==> src/rtl/axis_variable_sink_if.sv <==
// AXI4-Stream data/valid/ready bundle used to reach the variable sink.
interface axis_variable_sink_if #(
  parameter int DATA_WIDTH = 32
) ();
  logic [DATA_WIDTH-1:0] tdata;
  logic                  tvalid;
  logic                  tready;

  modport master (output tdata, output tvalid, input tready);
  modport slave  (input tdata, input tvalid, output tready);
endinterface

==> src/rtl/axis_variable_sink.sv <==
// AXI4-Stream slave that holds the last accepted word as a static register,
// flags value changes, counts updates and reports staleness.
//
// state  | meaning
// EMPTY  | nothing accepted since reset (data_valid 0, stale 0)
// LIVE   | value held and fresh        (data_valid 1, stale 0)
// STALE  | value held, age >= timeout  (data_valid 1, stale 1)
module axis_variable_sink #(
  parameter int AXIS_TDATA_WIDTH = 32,
  parameter int CNTR_WIDTH       = 32
) (
  input  logic                        s_axis_aclk,
  input  logic                        s_axis_aresetn,
  axis_variable_sink_if.slave         s_axis,
  input  logic                        hold,
  input  logic [CNTR_WIDTH-1:0]       timeout_cfg,
  output logic [AXIS_TDATA_WIDTH-1:0] data_out,
  output logic                        data_valid,
  output logic                        data_changed,
  output logic                        stale,
  output logic [CNTR_WIDTH-1:0]       update_count
);

  // Encoding doubles as the {data_valid, stale} output pair.
  typedef enum logic [1:0] {
    ST_EMPTY = 2'b00,
    ST_LIVE  = 2'b10,
    ST_STALE = 2'b11
  } state_t;

  localparam logic [CNTR_WIDTH-1:0] CNT_MAX = '1;
  localparam logic [CNTR_WIDTH-1:0] CNT_ONE = {{(CNTR_WIDTH-1){1'b0}}, 1'b1};

  state_t                      state_q, state_d;
  logic                        tready_q;
  logic [AXIS_TDATA_WIDTH-1:0] data_q, data_d;
  logic                        changed_q, changed_d;
  logic [CNTR_WIDTH-1:0]       count_q, count_d;
  logic [CNTR_WIDTH-1:0]       age_q, age_d;
  logic [CNTR_WIDTH-1:0]       age_inc;
  logic                        acc;

  assign acc     = s_axis.tvalid & tready_q;
  assign age_inc = (age_q == CNT_MAX) ? age_q : age_q + CNT_ONE;

  always_ff @(posedge s_axis_aclk or negedge s_axis_aresetn) begin
    if (!s_axis_aresetn) begin
      state_q   <= ST_EMPTY;
      tready_q  <= 1'b0;
      data_q    <= '0;
      changed_q <= 1'b0;
      count_q   <= '0;
      age_q     <= '0;
    end else begin
      state_q   <= state_d;
      tready_q  <= ~hold;
      data_q    <= data_d;
      changed_q <= changed_d;
      count_q   <= count_d;
      age_q     <= age_d;
    end
  end

  always_comb begin
    state_d   = state_q;
    data_d    = data_q;
    changed_d = 1'b0;
    count_d   = count_q;
    age_d     = age_q;

    if (acc) begin
      data_d    = s_axis.tdata;
      changed_d = (state_q == ST_EMPTY) | (s_axis.tdata != data_q);
      count_d   = (count_q == CNT_MAX) ? count_q : count_q + CNT_ONE;
      age_d     = '0;
      state_d   = ST_LIVE;
    end else begin
      unique case (state_q)
        ST_LIVE, ST_STALE: begin
          // Re-evaluated every idle edge so timeout_cfg edits take effect at once.
          if (timeout_cfg == '0) begin
            age_d   = '0;
            state_d = ST_LIVE;
          end else begin
            age_d   = age_inc;
            state_d = (age_inc >= timeout_cfg) ? ST_STALE : ST_LIVE;
          end
        end
        default: begin
          age_d   = '0;
          state_d = ST_EMPTY;
        end
      endcase
    end
  end

  assign s_axis.tready = tready_q;
  assign data_out      = data_q;
  assign data_valid    = state_q[1];
  assign stale         = state_q[0];
  assign data_changed  = changed_q;
  assign update_count  = count_q;

endmodule

==> src/flat_wrapper.sv <==
// flat-port wrapper written by rule: the top's interface ports become plain ports
module axis_variable_sink_flat 
#(
  parameter int AXIS_TDATA_WIDTH = 32,
  parameter int CNTR_WIDTH       = 32
)
  (s_axis_aclk, s_axis_aresetn, hold, timeout_cfg, data_out, data_valid, data_changed, stale, update_count, s_axis_tdata, s_axis_tvalid, s_axis_tready);
  axis_variable_sink_if #(.DATA_WIDTH(32)) s_axis_i ();
  input  logic s_axis_aclk;
  input  logic s_axis_aresetn;
  input  logic hold;
  input  logic [CNTR_WIDTH-1:0] timeout_cfg;
  output logic [AXIS_TDATA_WIDTH-1:0] data_out;
  output logic data_valid;
  output logic data_changed;
  output logic stale;
  output logic [CNTR_WIDTH-1:0] update_count;
  input wire logic [$bits(s_axis_i.tdata)-1:0] s_axis_tdata;
  input wire logic [$bits(s_axis_i.tvalid)-1:0] s_axis_tvalid;
  output wire logic [$bits(s_axis_i.tready)-1:0] s_axis_tready;
  assign s_axis_i.tdata = s_axis_tdata;
  assign s_axis_i.tvalid = s_axis_tvalid;
  assign s_axis_tready = s_axis_i.tready;
  axis_variable_sink #(.AXIS_TDATA_WIDTH(AXIS_TDATA_WIDTH), .CNTR_WIDTH(CNTR_WIDTH)) u_core (.s_axis_aclk(s_axis_aclk), .s_axis_aresetn(s_axis_aresetn), .s_axis(s_axis_i), .hold(hold), .timeout_cfg(timeout_cfg), .data_out(data_out), .data_valid(data_valid), .data_changed(data_changed), .stale(stale), .update_count(update_count));
endmodule
==> config.mk <==
export PLATFORM = sky130hd
export DESIGN_NAME = axis_variable_sink_flat
export DESIGN_NICKNAME = d
export VERILOG_FILES = /design/src/rtl/axis_variable_sink_if.sv /design/src/rtl/axis_variable_sink.sv /design/src/flat_wrapper.sv
export SDC_FILE = /design/constraint.sdc
export NUM_CORES = 1
export LEC_CHECK = 0
export ABC_CLOCK_PERIOD_IN_PS = 8680
export BUFFER_PORTS_ARGS = -buffer_cell sky130_fd_sc_hd__buf_2
export CORE_ASPECT_RATIO = 0.8
export CORE_MARGIN = 5
export CORE_UTILIZATION = 38
export CTS_CLUSTER_SIZE = 30
export DETAILED_ROUTE_END_ITERATION = 16
export PLACE_DENSITY = 0.67
export SLEW_MARGIN = 20
export SYNTH_ARGS = -nofsm -noshare
export SYNTH_HDL_FRONTEND = slang
export SYNTH_SLANG_ARGS = --single-unit
export TNS_END_PERCENT = 50
==> constraint.sdc <==
create_clock -name s_axis_aclk -period 8.68 [get_ports s_axis_aclk]
set_input_delay 2.17 -clock s_axis_aclk [delete_from_list [all_inputs] [get_ports s_axis_aclk]]
set_output_delay 2.17 -clock s_axis_aclk [all_outputs]
set_load 0.05 [all_outputs]
==> impl_metrics.py <==
metrics = {
    "sta": {
        "setup_violations": 0,
        "rsz0062_at_grt": "false",
        "finalHoldViolCount": 0,
        "period_minus_slack_ns": 3.87,
        "relSlewSlack_pct": 36.6,
        "fin_setup_tns_ns": 0,
        "max_freq_mhz": 258,
        "clock_skew_ns": 0.00689,
        "slew_viol_final": 0,
        "worst_slack_ns": 4.81,
        "tightest_slew_ns": 0.951,
        "fin_crit_sh_pct": 44.6,
    },
    "finish": {
        "n_fill_cell": 1518,
        "syn2layout_area_growth_pct": 19.7,
        "layout.nets": 833,
        "diodes": 0,
        "multi_input_area_um2": 3270,
        "drive_above_1_share_pct": 26.9,
        "regArea_um2": 2500,
        "utilization_pct": 46.0,
        "fin_cells": 951,
    },
    "floorplanning": {
        "dieArea_um2": 18400,
        "initial_utilization_pct": 38.4,
        "die_w_um": 150,
        "ios": 136,
        "die_h_um": 122,
        "fp-row-count": 41,
        "coreArea_um2": 15600,
    },
    "worst_setup_path": {
        "regToRegStartpoint": "u_core.age_q[13]$_DFF_PN0_",
        "cp.required_ns": 8.92,
        "r2r_setup_slack_ns": 4.81,
        "worstPathArrival_ns": 4.11,
        "path_max_fanout": 18,
        "reg2reg_depth": 9,
        "worst_r2r_endpoint": "u_core.state_q[0]$_DFF_PN0_",
        "setup.worst_path.start_class": "flip-flop",
        "critical_path_class": "flip-flop to flip-flop",
        "endpoint_kind": "flip-flop",
    },
    "worst_hold_path": {
        "holdPathStages": 1,
        "hold_start": "u_core.update_count[25]$_DFFE_PN0P_",
        "min_to": "u_core.update_count[25]$_DFFE_PN0P_",
        "holdCritPathClass": "flip-flop to flip-flop",
    },
    "drt": {
        "drc": 0,
        "drt_iter0_markers": 284,
        "vias": 4902,
        "final_antenna_net_count": 0,
        "vias_per_cell": 5.15,
        "routedWlPerCell_um": 15.1,
        "firstDrtPassIters": 7,
        "wirelength_mm": 14.4,
    },
    "global_route": {
        "grt_use_total_pct": 15.6,
        "use_met1_pct": 22.0,
        "grt_antenna_before_repair": 0,
        "grtUsageMet2_pct": 24.3,
        "grt_max_degree": 75,
        "gr-total-overflow": 0,
        "first_global_vias": 4565,
        "busiest_layer": "met2",
        "use_met3_pct": 3.43,
        "grt_pass1_wl_mm": 23.0,
    },
    "pwr": {
        "totalPowerFinal_mw": 1.29,
        "power_density_nw_per_um2": 179,
        "leakage_nw": 3.47,
        "ir_worst_vdd_mv": 0.0817,
    },
    "yosys": {
        "yosys.area_share.simple_pct": 21.5,
        "synth.ff_latch_count": 100,
        "synth_nets": 701,
        "ys_async_sr_fraction_pct": 100,
        "synth_edf_count": 0,
        "synth_compound_area_share_pct": 7.82,
        "netlist.area_leader.share_pct": 41.8,
        "postSynthAreaPerCell_um2": 9.99,
        "synth_ff_type": "dfrtp_1",
        "yosysUniqueCellTypes": 52,
        "ys_seq_area_share_pct": 41.8,
        "synth_fa_ha_area_share_pct": 7.11,
        "synth_top_family_by_area": "simple AND/OR/NAND/NOR gates",
        "synth_area_leader_cell": "dfrtp_1",
        "synth_area_um2": 5990,
        "synth-warning-count": 0,
        "synth_xor_area_share_pct": 11.3,
        "synthCells": 599,
        "ys_top_cells_by_area": "dfrtp_1 42%, xnor2_1 8.6%, ha_1 7.1%",
        "synthMuxAreaShare_pct": 6.94,
    },
    "clock_network": {
        "htreeDepth": 3,
        "cts_root_buf": "clkbuf_16",
        "cts_setup_buffers": 0,
        "cts_tree": "done",
        "path_clk_slew_ns": 0.07,
        "cts.sinks": 100,
        "clk_path_buf_depth": 2,
        "clk_latency_ns": 0.35,
        "holdBufCountCts": 0,
        "ctsResizeCount": 0,
        "numCtsBuffers": 9,
    },
    "placement": {
        "port_buffers": 135,
        "place_inst": 935,
        "dp_hpwl_mm": 11.1,
        "place.gp.congestion": 0.858,
        "post-place-ws_ns": 4.59,
    },
    "run_status": {
        "status": "finished, final reports clean",
    },
    "run": {
        "maxCapViolations": 0,
    },
}
-- cell families (layout without fill, tap and decap cells) --
group / count (synthesis) / count (layout)
adder cells (fa/ha/maj): 34 / 34
buffers and inverters: 53 / 190
XOR/XNOR: 77 / 77
multiplexers: 37 / 37
flip-flops: 100 / 100
AO/OA/AOI/OAI: 72 / 72
AND/OR/NAND/NOR: 226 / 226
-- through the flow --
stage	hold slack (ns)	area, um2
6_report	0.485	7170
5_1_grt	0.512	7170
4_1_cts	0.492	7170
3_5_place_dp	0.481	6880
3_3_place_gp	0.471	6880
2_1_floorplan	0.537	5990
-- worst max-delay path, stage by stage, from the launching register on --
cell       delay, ns
dfrtp_1         0.46
nand4_2         0.20
or3_1           0.53
nor4b_4         0.77
mux2_2          0.44
ha_1            0.27
a2111oi_0       0.46
o21a_1          0.21
o211ai_1        0.15
a41o_1          0.26
-- layout by cell type, fill, tap and decap left out, types with 2 or more instances in the layout --
master	instances
buf_2	134
dfrtp_1	100
xnor2_1	59
nand2_1	52
inv_1	36
mux2_2	36
nand3_1	35
ha_1	34
a21oi_1	27
nand4_1	27
and2_1	26
xor2_1	18
nor4_1	16
nor2_1	13
and4_1	13
o21ai_0	11
clkbuf_16	9
nor3_1	8
and3_1	8
o31ai_1	6
or3_1	6
or4_1	5
nand2b_1	5
a21o_1	4
a311oi_1	4
inv_6	4
buf_4	4
a31oi_1	3
o21a_1	3
nor4b_1	2
o211ai_1	2
o2111ai_1	2
a221oi_1	2
clkinv_4	2
-- per-layer routing --
layer	vias to the layer above	wire length, um	share of wire, %
met3	14	824	5.7
met1	2350	6870	48
met2	116	6490	45
met5	-	0	0
met4	0	181	1.3
li1	2422	-	-
-- area by class of cell --
cell class / instances / share of cell area [%]
clock buffers: 10 / 3.33
well taps: 215 / 3.75
multi-input cells: 446 / 45.6
inverters: 36 / 1.88
flip-flops and latches: 100 / 34.9
repair buffers: 138 / 9.77
clock inverters: 6 / 0.733
-- cells in the mapped netlist (all sizes together) (14+ instances only) --
| cell type | n |
|---|---|
| dfrtp | 100 |
| xnor2 | 59 |
| nand2 | 52 |
| inv | 36 |
| mux2 | 36 |
| nand3 | 36 |
| ha | 34 |
| nand4 | 28 |
| a21oi | 27 |
| and2 | 27 |
| xor2 | 18 |
| nor4 | 16 |
| and4 | 14 |
-- where the power goes --
part | internal (mW) | switching, mW | leakage (nW)
logic | 0.111 | 0.226 | 2.02
clock network | 0.207 | 0.185 | 0.144
registers | 0.508 | 0.0480 | 1.30
-- flip-flops by register name, summed over array words and instances, names as in the netlist --
| signal | count |
|---|---|
| u_core.age_q | 32 |
| u_core.data_out | 32 |
| u_core.update_count | 32 |
| u_core.state_q | 2 |
| u_core.data_changed | 1 |
| u_core.s_axis.tready | 1 |
-- worst max path at each step --
| stage | end | start | cells after the start | slack [ns] |
|---|---|---|---|---|
| after floorplan | u_core.update_count[28]$_DFFE_PN0P_ | s_axis_tvalid | 6 | 4.95 |
| after global placement | u_core.state_q[0]$_DFF_PN0_ | timeout_cfg[16] | 6 | 4.63 |
| after detailed placement | u_core.update_count[29]$_DFFE_PN0P_ | s_axis_tvalid | 6 | 4.59 |
| after CTS | u_core.state_q[0]$_DFF_PN0_ | u_core.age_q[13]$_DFF_PN0_ | 9 | 4.81 |
| after global routing | u_core.state_q[0]$_DFF_PN0_ | u_core.age_q[13]$_DFF_PN0_ | 10 | 4.62 |
| final | u_core.state_q[0]$_DFF_PN0_ | u_core.age_q[13]$_DFF_PN0_ | 9 | 4.81 |
Power figures use the tool's default switching activity.
